## src/rtl/pla_eval_pkg.sv

```systemverilog
// Shared types, default widths and the saturating counter helper for the PLA evaluation sequencer.
package pla_eval_pkg;

    typedef enum logic [1:0] {
        ST_IDLE   = 2'd0,
        ST_SETTLE = 2'd1,
        ST_HOLD   = 2'd2
    } state_e;

    localparam int unsigned DEF_IN_W   = 15;
    localparam int unsigned DEF_OUT_W  = 9;
    localparam int unsigned DEF_SETTLE = 2;
    localparam int unsigned DEF_CNT_W  = 24;
    localparam int unsigned SETTLE_W   = 8;

    // Adds b to a and clamps at the all-ones value of a w-bit counter; hit flags reaching that value.
    function automatic logic [63:0] sat_add(input logic [63:0] a, input logic [63:0] b,
                                            input int unsigned w, output logic hit);
        logic [64:0] sum;
        logic [63:0] max;
        max     = (w >= 64) ? '1 : ((64'd1 << w) - 64'd1);
        sum     = {1'b0, a} + {1'b0, b};
        hit     = (sum >= {1'b0, max});
        sat_add = hit ? max : sum[63:0];
    endfunction

endpackage

```

## src/rtl/pla_eval_sequencer_popcount.sv

```systemverilog
// Combinational population count of a W-bit vector.
module pla_popcount #(
    parameter  int unsigned W  = 9,
    localparam int unsigned CW = $clog2(W + 1)
) (
    input  logic [W-1:0]  vec_i,
    output logic [CW-1:0] cnt_o
);

    always_comb begin
        cnt_o = '0;
        for (int i = 0; i < int'(W); i++) begin
            cnt_o = cnt_o + CW'(vec_i[i]);
        end
    end

endmodule

```

## src/rtl/pla_eval_sequencer.sv

```systemverilog
// Drives vectors into a combinational PLA core, captures its response after a settle time and
// accumulates switching-activity counters. Optional per-output-bit counters: PLA_EVAL_PER_BIT_EN.
module pla_eval_sequencer
    import pla_eval_pkg::*;
#(
    parameter  int unsigned IN_W          = DEF_IN_W,
    parameter  int unsigned OUT_W         = DEF_OUT_W,
    parameter  int unsigned SETTLE_CYCLES = DEF_SETTLE,
    parameter  int unsigned CNT_W         = DEF_CNT_W,
    localparam int unsigned SEL_W         = (OUT_W > 1) ? $clog2(OUT_W) : 1
) (
    input  logic             clk,
    input  logic             rst_n,
    input  logic             in_valid,
    output logic             in_ready,
    input  logic [IN_W-1:0]  in_vec,
    output logic [IN_W-1:0]  core_in,
    input  logic [OUT_W-1:0] core_out,
    output logic             out_valid,
    input  logic             out_ready,
    output logic [OUT_W-1:0] out_vec,
    input  logic             clr_stats,
    output logic [CNT_W-1:0] vec_cnt,
    output logic [CNT_W-1:0] in_tgl_cnt,
    output logic [CNT_W-1:0] out_tgl_cnt,
`ifdef PLA_EVAL_PER_BIT_EN
    input  logic [SEL_W-1:0] tgl_sel,
    output logic [CNT_W-1:0] bit_tgl_cnt,
`endif
    output logic             stat_sat
);

    localparam int unsigned IPC_W = $clog2(IN_W + 1);
    localparam int unsigned OPC_W = $clog2(OUT_W + 1);

    state_e               state_q;
    logic [SETTLE_W-1:0]  settle_cnt_q;
    logic [IN_W-1:0]      core_in_q;
    logic [OUT_W-1:0]     out_vec_q;
    logic                 out_valid_q;
    logic                 in_ready_q;

    logic [IN_W-1:0]      prev_in_q,  prev_in_d;
    logic [OUT_W-1:0]     prev_out_q, prev_out_d;
    logic                 first_q,    first_d;
    logic [CNT_W-1:0]     vec_cnt_q,  vec_cnt_d;
    logic [CNT_W-1:0]     in_tgl_q,   in_tgl_d;
    logic [CNT_W-1:0]     out_tgl_q,  out_tgl_d;
    logic                 sat_q,      sat_d;

    logic                 capture_c;
    logic [IN_W-1:0]      in_x_c;
    logic [OUT_W-1:0]     out_x_c;
    logic [IPC_W-1:0]     in_pc_c;
    logic [OPC_W-1:0]     out_pc_c;
    logic                 hit_v_c, hit_i_c, hit_o_c;

    assign capture_c = (state_q == ST_SETTLE) && (settle_cnt_q == '0);
    assign in_x_c    = core_in_q ^ prev_in_q;
    assign out_x_c   = core_out ^ prev_out_q;

    pla_popcount #(.W(IN_W))  u_in_pc  (.vec_i(in_x_c),  .cnt_o(in_pc_c));
    pla_popcount #(.W(OUT_W)) u_out_pc (.vec_i(out_x_c), .cnt_o(out_pc_c));

    // Handshake FSM; core_in is only ever reloaded on acceptance so it never glitches back to 0.
    always_ff @(posedge clk or negedge rst_n) begin
        if (!rst_n) begin
            state_q      <= ST_IDLE;
            settle_cnt_q <= '0;
            core_in_q    <= '0;
            out_vec_q    <= '0;
            out_valid_q  <= 1'b0;
            in_ready_q   <= 1'b1;
        end else begin
            case (state_q)
                ST_IDLE: begin
                    if (in_valid && in_ready_q) begin
                        core_in_q    <= in_vec;
                        settle_cnt_q <= SETTLE_W'(SETTLE_CYCLES - 1);
                        in_ready_q   <= 1'b0;
                        state_q      <= ST_SETTLE;
                    end
                end
                ST_SETTLE: begin
                    if (settle_cnt_q == '0) begin
                        out_vec_q   <= core_out;
                        out_valid_q <= 1'b1;
                        state_q     <= ST_HOLD;
                    end else begin
                        settle_cnt_q <= settle_cnt_q - SETTLE_W'(1);
                    end
                end
                ST_HOLD: begin
                    if (out_ready) begin
                        out_valid_q <= 1'b0;
                        in_ready_q  <= 1'b1;
                        state_q     <= ST_IDLE;
                    end
                end
                default: begin
                    out_valid_q <= 1'b0;
                    in_ready_q  <= 1'b1;
                    state_q     <= ST_IDLE;
                end
            endcase
        end
    end

`ifdef PLA_EVAL_PER_BIT_EN
    logic [CNT_W-1:0] bit_cnt_q [OUT_W];
    logic [CNT_W-1:0] bit_cnt_d [OUT_W];
    logic [OUT_W-1:0] hit_b_c;
    logic [CNT_W-1:0] bit_rd_c;
    logic [CNT_W-1:0] bit_tgl_q;
`endif

    // Statistics next-state; a coincident clear overrides the capture entirely.
    always_comb begin
        vec_cnt_d  = vec_cnt_q;
        in_tgl_d   = in_tgl_q;
        out_tgl_d  = out_tgl_q;
        sat_d      = sat_q;
        first_d    = first_q;
        prev_in_d  = prev_in_q;
        prev_out_d = prev_out_q;
        hit_v_c    = 1'b0;
        hit_i_c    = 1'b0;
        hit_o_c    = 1'b0;
`ifdef PLA_EVAL_PER_BIT_EN
        hit_b_c    = '0;
        for (int i = 0; i < int'(OUT_W); i++) begin
            bit_cnt_d[i] = bit_cnt_q[i];
        end
`endif
        if (capture_c) begin
            vec_cnt_d = CNT_W'(sat_add(64'(vec_cnt_q), 64'd1, CNT_W, hit_v_c));
            if (!first_q) begin
                in_tgl_d  = CNT_W'(sat_add(64'(in_tgl_q),  64'(in_pc_c),  CNT_W, hit_i_c));
                out_tgl_d = CNT_W'(sat_add(64'(out_tgl_q), 64'(out_pc_c), CNT_W, hit_o_c));
`ifdef PLA_EVAL_PER_BIT_EN
                for (int i = 0; i < int'(OUT_W); i++) begin
                    bit_cnt_d[i] = CNT_W'(sat_add(64'(bit_cnt_q[i]), 64'(out_x_c[i]),
                                                  CNT_W, hit_b_c[i]));
                end
`endif
            end
            sat_d      = sat_q | hit_v_c | hit_i_c | hit_o_c;
`ifdef PLA_EVAL_PER_BIT_EN
            sat_d      = sat_d | (|hit_b_c);
`endif
            prev_in_d  = core_in_q;
            prev_out_d = core_out;
            first_d    = 1'b0;
        end
        if (clr_stats) begin
            vec_cnt_d = '0;
            in_tgl_d  = '0;
            out_tgl_d = '0;
            sat_d     = 1'b0;
            first_d   = 1'b1;
`ifdef PLA_EVAL_PER_BIT_EN
            for (int i = 0; i < int'(OUT_W); i++) begin
                bit_cnt_d[i] = '0;
            end
`endif
        end
    end

    always_ff @(posedge clk or negedge rst_n) begin
        if (!rst_n) begin
            vec_cnt_q  <= '0;
            in_tgl_q   <= '0;
            out_tgl_q  <= '0;
            sat_q      <= 1'b0;
            first_q    <= 1'b1;
            prev_in_q  <= '0;
            prev_out_q <= '0;
        end else begin
            vec_cnt_q  <= vec_cnt_d;
            in_tgl_q   <= in_tgl_d;
            out_tgl_q  <= out_tgl_d;
            sat_q      <= sat_d;
            first_q    <= first_d;
            prev_in_q  <= prev_in_d;
            prev_out_q <= prev_out_d;
        end
    end

`ifdef PLA_EVAL_PER_BIT_EN
    // Per-bit read mux; selections beyond OUT_W-1 return 0.
    always_comb begin
        bit_rd_c = '0;
        for (int i = 0; i < int'(OUT_W); i++) begin
            if (SEL_W'(i) == tgl_sel) begin
                bit_rd_c = bit_cnt_q[i];
            end
        end
    end

    always_ff @(posedge clk or negedge rst_n) begin
        if (!rst_n) begin
            for (int i = 0; i < int'(OUT_W); i++) begin
                bit_cnt_q[i] <= '0;
            end
            bit_tgl_q <= '0;
        end else begin
            for (int i = 0; i < int'(OUT_W); i++) begin
                bit_cnt_q[i] <= bit_cnt_d[i];
            end
            bit_tgl_q <= bit_rd_c;
        end
    end

    assign bit_tgl_cnt = bit_tgl_q;
`endif

    assign in_ready    = in_ready_q;
    assign core_in     = core_in_q;
    assign out_valid   = out_valid_q;
    assign out_vec     = out_vec_q;
    assign vec_cnt     = vec_cnt_q;
    assign in_tgl_cnt  = in_tgl_q;
    assign out_tgl_cnt = out_tgl_q;
    assign stat_sat    = sat_q;

endmodule

```

## config.mk

```make
export PLATFORM = sky130hd
export DESIGN_NAME = pla_eval_sequencer
export DESIGN_NICKNAME = d
export VERILOG_FILES = /design/src/rtl/pla_eval_pkg.sv /design/src/rtl/pla_eval_sequencer_popcount.sv /design/src/rtl/pla_eval_sequencer.sv
export SDC_FILE = /design/constraint.sdc
export NUM_CORES = 1
export LEC_CHECK = 0
export CAP_MARGIN = 20
export CORE_MARGIN = 2
export CORE_UTILIZATION = 40
export CTS_BUF_LIST = sky130_fd_sc_hd__clkbuf_16
export CTS_CLUSTER_SIZE = 16
export DETAILED_ROUTE_END_ITERATION = 8
export GPL_ROUTABILITY_DRIVEN = 0
export SLEW_MARGIN = 15
export SYNTH_ARGS = -nofsm -noshare
export SYNTH_HDL_FRONTEND = slang
export SYNTH_SLANG_ARGS = --single-unit
export TNS_END_PERCENT = 20
```

## constraint.sdc

```tcl
create_clock -name clk -period 6.8 [get_ports clk]
set_clock_uncertainty 0.05 [all_clocks]
set_input_delay 2.04 -clock clk [delete_from_list [all_inputs] [get_ports clk]]
set_output_delay 2.04 -clock clk [all_outputs]
set_load 0.005 [all_outputs]
```

==> results of run 1 <==
## metal layers
metal	global-route usage, %	vias to the layer above
met2	34.43	208
met1	28.12	3671
met3	5.281	19
met5	0	-
li1	-	3583
met4	5.097	0
## layout make-up
cell class	count	area [µm²]
timing repair buffer	179	1650
clock inverter	15	195.2
multi-input combinational	702	4812
tap	270	337.8
clock buffer	17	425.4
fill	1832	9422
sequential	125	3131
inverter	35	131.4
## metrics by stage
stage	instance area, µm²	util [%]	setup slack, ns	power, mW
after global routing	10680	53.14	-0.05237	4.634
after detailed placement	9864	49.07	-0.8806	3.027
final	10680	53.14	0.1112	4.262
after CTS	10590	52.69	0.03236	4.223
after floorplan	8145	-	-0.05515	2.320
after global placement	9864	49.07	-0.6828	2.961
## cells in the mapped netlist, types with 6 or more instances
library cell               number  area (µm²)
sky130_fd_sc_hd__nand2_1      124       465.5
sky130_fd_sc_hd__nor2_1        96       360.4
sky130_fd_sc_hd__a21oi_1       32       160.2
sky130_fd_sc_hd__mux2_2        15       168.9
sky130_fd_sc_hd__a311oi_1       9       78.83
sky130_fd_sc_hd__o21ai_1       28       140.1
sky130_fd_sc_hd__ha_1          24       300.3
sky130_fd_sc_hd__clkbuf_1      38       142.6
sky130_fd_sc_hd__nor4_2         6       75.07
sky130_fd_sc_hd__nor3_1        32       160.2
sky130_fd_sc_hd__xnor2_1       31       271.5
sky130_fd_sc_hd__and3_1        19       118.9
sky130_fd_sc_hd__nand3_1       29       145.1
sky130_fd_sc_hd__a211oi_1      10       75.07
sky130_fd_sc_hd__nor2b_1        6       37.54
sky130_fd_sc_hd__nand4_1       28       175.2
sky130_fd_sc_hd__nand4b_1      10       87.58
sky130_fd_sc_hd__and4_1         7       61.31
sky130_fd_sc_hd__nor4_1        29       181.4
sky130_fd_sc_hd__o21ai_0       13       65.06
sky130_fd_sc_hd__dfrtp_1      123        3078
sky130_fd_sc_hd__a21o_1         7       52.55
sky130_fd_sc_hd__fa_1          16       320.3
sky130_fd_sc_hd__xor2_1        35       306.5
sky130_fd_sc_hd__buf_2          9       45.04
sky130_fd_sc_hd__inv_1         35       131.4
sky130_fd_sc_hd__a31oi_1       21       131.4
## worst max-delay path, cell delays in order
cell	delay (ns)
sky130_fd_sc_hd__clkdlybuf4s50_1	0.49
sky130_fd_sc_hd__xnor2_1	0.14
sky130_fd_sc_hd__fa_1	0.46
sky130_fd_sc_hd__fa_1	0.51
sky130_fd_sc_hd__fa_1	0.54
sky130_fd_sc_hd__inv_1	0.04
sky130_fd_sc_hd__ha_2	0.18
sky130_fd_sc_hd__fa_2	0.54
sky130_fd_sc_hd__inv_2	0.04
sky130_fd_sc_hd__fa_2	0.38
sky130_fd_sc_hd__nand2b_4	0.19
sky130_fd_sc_hd__a21oi_4	0.19
sky130_fd_sc_hd__xnor2_2	0.10
sky130_fd_sc_hd__or4_4	0.52
sky130_fd_sc_hd__nor3_2	0.11
sky130_fd_sc_hd__nand4_1	0.19
sky130_fd_sc_hd__a21oi_2	0.19
sky130_fd_sc_hd__o21a_1	0.14
## what timing repair did
item | in CTS | in global routing
pin swaps | 17 | 21
buffers inserted | 7 | 2
endpoints found under the setup margin | 24 | 17
gates resized for setup | 16 | 22
## layout by cell type, fill, tap and decap left out, drive strengths merged, types with 31 or more instances in the layout
master         Yosys  routed
nor2              96      96
a21oi             32      32
dfrtp            123     123
o21ai             41      41
inv               35      37
buf               13      54
xnor2             31      31
nor4              36      36
clkdlybuf4s50      0     122
nand4             31      31
nand2            124     124
xor2              35      35
nor3              32      32
## registers in the layout, indices dropped and copies added (netlist names)
| register | flops |
|---|---|
| out_tgl_cnt | 24 |
| first_q | 1 |
| stat_sat | 1 |
| in_tgl_cnt | 24 |
| settle_cnt_q | 8 |
| out_vec | 9 |
| prev_in_q | 15 |
| state_q | 2 |
| out_valid | 1 |
| core_in | 15 |
| in_ready | 1 |
| vec_cnt | 24 |
## power breakdown
group          leakage (nW)  internal (mW)  switching [mW]
registers              1.66          0.832           0.100
clock network         0.295          0.612           0.355
logic                  2.46           1.19            1.18
total                  4.41           2.63            1.63
## final timing paths
| kind | start | to | slack (ns) | cells after the start |
|---|---|---|---|---|
| max in group asynchronous | rst_n | vec_cnt[21]$_DFFE_PN0P_ | 4.03 | 2 |
| worst max-delay path | core_out[4] | out_tgl_cnt[22]$_DFFE_PN0P_ | 0.11 | 18 |
| worst min-delay path | prev_in_q[10]$_DFFE_PN0P_ | prev_in_q[10]$_DFFE_PN0P_ | 0.44 | 2 |
| worst max register to register | core_in[0]$_DFFE_PN0P_ | in_tgl_cnt[7]$_DFFE_PN0P_ | 0.53 | 21 |
| worst min register to register | prev_in_q[10]$_DFFE_PN0P_ | prev_in_q[10]$_DFFE_PN0P_ | 0.44 | 2 |
| min in group asynchronous | rst_n | in_tgl_cnt[21]$_DFFE_PN0P_ | 1.62 | 1 |
## logic make-up (layout without fill, tap and decap cells)
group,after synthesis,in the layout,share of synthesized area [%]
AO/OA/AOI/OAI,157,157,12.85
adder cells (fa/ha/maj),40,40,7.633
AND/OR/NAND/NOR,422,422,27.10
XOR/XNOR,66,66,7.110
multiplexers,17,17,2.324
buffers and inverters,89,246,4.478
flip-flops,125,125,38.50
==> impl_metrics.tcl, run 1 <==
set metrics [dict create \
    placedCellCount 1303 \
    dominantRegCellSynth "sky130_fd_sc_hd__dfrtp_1" \
    floorplan.io_pins 128 \
    chipWidth_um 146.6 \
    synth_cells 916 \
    hold_path.class "register to register" \
    ys_seq_elements 125 \
    dr.pass1.iters 5 \
    met2_routed_wl_mm 10.66 \
    grt_setup_unrepaired "true" \
    ant_nets 0 \
    power-per-cell-area_nw_per_um2 398.9 \
    worst_pin_slew_ns 0.8597 \
    path_max_fanout 3 \
    cts_buffers 17 \
    final-setup-viol-count 0 \
    core_um2 20100 \
    yosys_warnings 0 \
    final.min_clock_period_ns 6.689 \
    initial_standard_cell_utilization_of_the_core_pct 40.44 \
    final-hold-violation-count 0 \
    worst_ir_drop_vdd_mv 0.3859 \
    dp_hpwl_mm 15.43 \
    detailedRoute.firstIterationViolations 474 \
    row_count 52 \
    synthesis.area_per_instance_um2 8.876 \
    leakage_nw 4.412 \
    tns_ns 0 \
    grt_first_pass_wirelength_mm 36.92 \
    final_cell_count_no_fill 1343 \
    cts_root_buf "sky130_fd_sc_hd__clkbuf_16" \
    gr-usage-all-layers_pct 21.03 \
    grt_overflow_total 0 \
    cp_data_required_time_ns 7.12 \
    post_synth_num_cell_types 69 \
    clkSinkCount 125 \
    detail_route.wl_per_cell_um 16.59 \
    initial_antenna_violation_count 0 \
    timing.hold.ws_ns 0.4404 \
    report.final.slew_viol_count 0 \
    top_routing_layer_in_use "met4" \
    number_of_global_route_vias_before_repair 7090 \
    layout_worst_path_cycle_share_pct 98.36 \
    grt_max_degree 84 \
    design.die.area_um2 21480 \
    drcViolationCount 0 \
    seq_area_frac_synth_pct 38.50 \
    startpoint_types "input pin" \
    holdBufCountCts 0 \
    async_flop_share_pct 100.0 \
    setup.worst_path.class "input pin to register" \
    worst_setup_path_end_kind "register" \
    outcome "finished clean" \
    clk_transition_reported_paths_ns 0.06 \
    design.final.nets 1129 \
    detailroute.wirelength.met3_mm 1.250 \
    synth-edff-count 0 \
    route.layer.met1.wl_mm 10.14 \
    number_of_antenna_diodes 0 \
    cts_tree "yes" \
    floorplan.die.height_um 146.6 \
    critical_path_at_ns 7.00 \
    io_buffer_count 127 \
    fmax_ghz 0.1495 \
    htreeDepth 4 \
    synthesis.nets 985 \
    clk-insertion-delay-late_ns 0.42 \
    cap_violations 0 \
    final_layout_size_suffix_gt1_share_pct 14.07 \
    post_synth_instance_area_um2 8130 \
    maxSlewHeadroom_pct 42.69 \
    syn2layout_area_growth_pct 31.39 \
    final_wl_mm 22.28 \
    vias_per_cell 5.570 \
    max-clock-path-buffers 2 \
    detailroute.via_count 7481 \
]
No activity file was read; power rests on OpenSTA's default activity.
==> run 2: changes to the inputs <==
- clock period: 6.8 -> 8.3 ns (I/O delays scaled with it)
==> impl_metrics.tcl, run 2 (synthesis results as in run 1) <==
set metrics [dict create \
    hold_path.class "register to register" \
    post_cts.repair.setup_buffers 0 \
    power-per-cell-area_nw_per_um2 295.6 \
    vias_per_cell 5.505 \
    path_max_fanout 6 \
    cts_root_buf "sky130_fd_sc_hd__clkbuf_16" \
    worst_setup_path_end_kind "register" \
    final.min_clock_period_ns 7.718 \
    critical_path_at_ns 7.93 \
    setup.worst_path.class "input pin to register" \
    cts_buffers 17 \
    layout.core_utilization_pct 50.87 \
    core_um2 20100 \
    worst_ir_drop_vdd_mv 0.2210 \
    number_of_antenna_diodes 0 \
    leakage_nw 4.183 \
    detailedRoute.firstIterationViolations 432 \
    final_cell_count_no_fill 1306 \
    maxSlewHeadroom_pct 31.71 \
    grt_first_pass_wirelength_mm 35.95 \
    mostFrequentLayoutCells "125 x sky130_fd_sc_hd__clkdlybuf4s50_1, 124 x sky130_fd_sc_hd__nand2_1, 123 x sky130_fd_sc_hd__dfrtp_1" \
    dr.pass1.iters 5 \
    placedCellCount 1273 \
    detail_route.wl_per_cell_um 16.52 \
    final-hold-violation-count 0 \
    row_count 52 \
    holdBufCountCts 0 \
    ant_nets 0 \
    crit_path_top_delay_cell "sky130_fd_sc_hd__fa_1" \
    outcome "finished clean" \
    cap_violations 0 \
    cpPeakStageDelay_ns 0.55 \
    final-setup-viol-count 0 \
    drcViolationCount 0 \
    clk-insertion-delay-late_ns 0.42 \
    max-clock-path-buffers 2 \
    cts_tree "yes" \
    clk_transition_reported_paths_ns 0.06 \
    syn2layout_area_growth_pct 25.79 \
    most_common_cell_after_layout_fill_and_taps_aside "sky130_fd_sc_hd__clkdlybuf4s50_1" \
    number_of_global_route_vias_before_repair 6889 \
    detailroute.via_count 7189 \
    worst_pin_slew_ns 1.020 \
    chipWidth_um 146.6 \
    floorplan.die.height_um 146.6 \
    tns_ns 0 \
    dp_hpwl_mm 14.96 \
    layout_worst_path_cycle_share_pct 92.99 \
    htreeDepth 4 \
    grt_max_degree 79 \
    grt_overflow_total 0 \
    report.final.slew_viol_count 0 \
    initial_antenna_violation_count 0 \
    worstPathCellList "clkdlybuf4s50_1, xor2_1, ha_1, inv_1, fa_1, fa_1, fa_1, inv_1, ha_1, fa_1, inv_1, fa_1, nand2b_1, a21o_1, nor4_1, xnor2_1, a211oi_1, a41o_1, nor4_1, nor3_1" \
    grt_setup_unrepaired "false" \
    count_of_instances_resized_after_the_clock_tree_is_built 0 \
    gr-usage-all-layers_pct 20.48 \
    initial_standard_cell_utilization_of_the_core_pct 40.44 \
    io_buffer_count 127 \
    crit_path_frequent_cell "sky130_fd_sc_hd__fa_1" \
    floorplan.io_pins 128 \
    startpoint_types "input pin" \
    clkSinkCount 125 \
    design.die.area_um2 21480 \
    final_wl_mm 21.57 \
    design.final.nets 1092 \
    final_layout_size_suffix_gt1_share_pct 8.108 \
    cp_data_required_time_ns 8.51 \
    fmax_ghz 0.1296 \
]
run 2: changes by cell type in the layout (fill, tap and decap cells not counted), sizes merged, moves of 2 or more:
cell and change:
clkdlybuf4s50 +3, bufinv -2, buf -37, inv +2
clkbuf -2
run 2: worst max-delay path: cells and delay by family:
kind / cells / cell delay [ns]
AND/OR/NAND/NOR: 4 / 1.01
adder cells (fa/ha/maj): 7 / 2.99
XOR/XNOR: 2 / 0.36
buffers and inverters: 4 / 0.58
AO/OA/AOI/OAI: 3 / 0.49
run 2: area by class of cell:
class	count	area [µm²]
Fill cell	1870	9877
Multi-Input combinational cell	702	4652
Sequential cell	125	3131
Timing Repair Buffer	142	1400
Clock buffer	17	425.4
Tap cell	270	337.8
Clock inverter	15	150.1
Inverter	35	131.4
run 2: report_power, final:
part | internal (mW) | switching, mW | total [mW]
Sequential | 0.682 | 0.0814 | 0.763
Clock | 0.441 | 0.283 | 0.724
Combinational | 0.692 | 0.845 | 1.54
Total | 1.81 | 1.21 | 3.02
run 2: through the flow:
step / setup WS, ns / total power [mW] / cell area (µm²) / hold WS [ns]
after floorplan: 0.9634 / 1.899 / 8130 / 0.4120
after global placement: 0.2631 / 2.278 / 9624 / 0.4285
after detailed placement: 0.1576 / 2.337 / 9624 / 0.4323
after CTS: 0.5757 / 3.083 / 10200 / 0.4468
after global routing: 0.2584 / 3.303 / 10230 / 0.4708
final: 0.5818 / 3.023 / 10230 / 0.4422
run 2: final timing paths:
check,slack [ns],to,startpoint,cells after the start
max in group asynchronous,5.16,in_ready$_DFFE_PN1P_,rst_n,3
min reg2reg,0.44,prev_in_q[10]$_DFFE_PN0P_,prev_in_q[10]$_DFFE_PN0P_,2
min in group asynchronous,1.97,in_tgl_cnt[20]$_DFFE_PN0P_,rst_n,1
min,0.44,prev_in_q[10]$_DFFE_PN0P_,prev_in_q[10]$_DFFE_PN0P_,2
max,0.58,stat_sat$_DFFE_PN0P_,core_out[0],20
max reg2reg,1.72,in_tgl_cnt[7]$_DFFE_PN0P_,core_in[0]$_DFFE_PN0P_,21
run 2: per-layer routing:
metal	track usage, %	wire length, µm	up-vias	part of all wire, %
li1	-	-	3498	-
met1	27.85	9846	3451	46
met2	32.41	9917	215	46
met3	5.188	1488	25	6.9
met4	6.068	319	0	1.5
met5	0	0	-	0
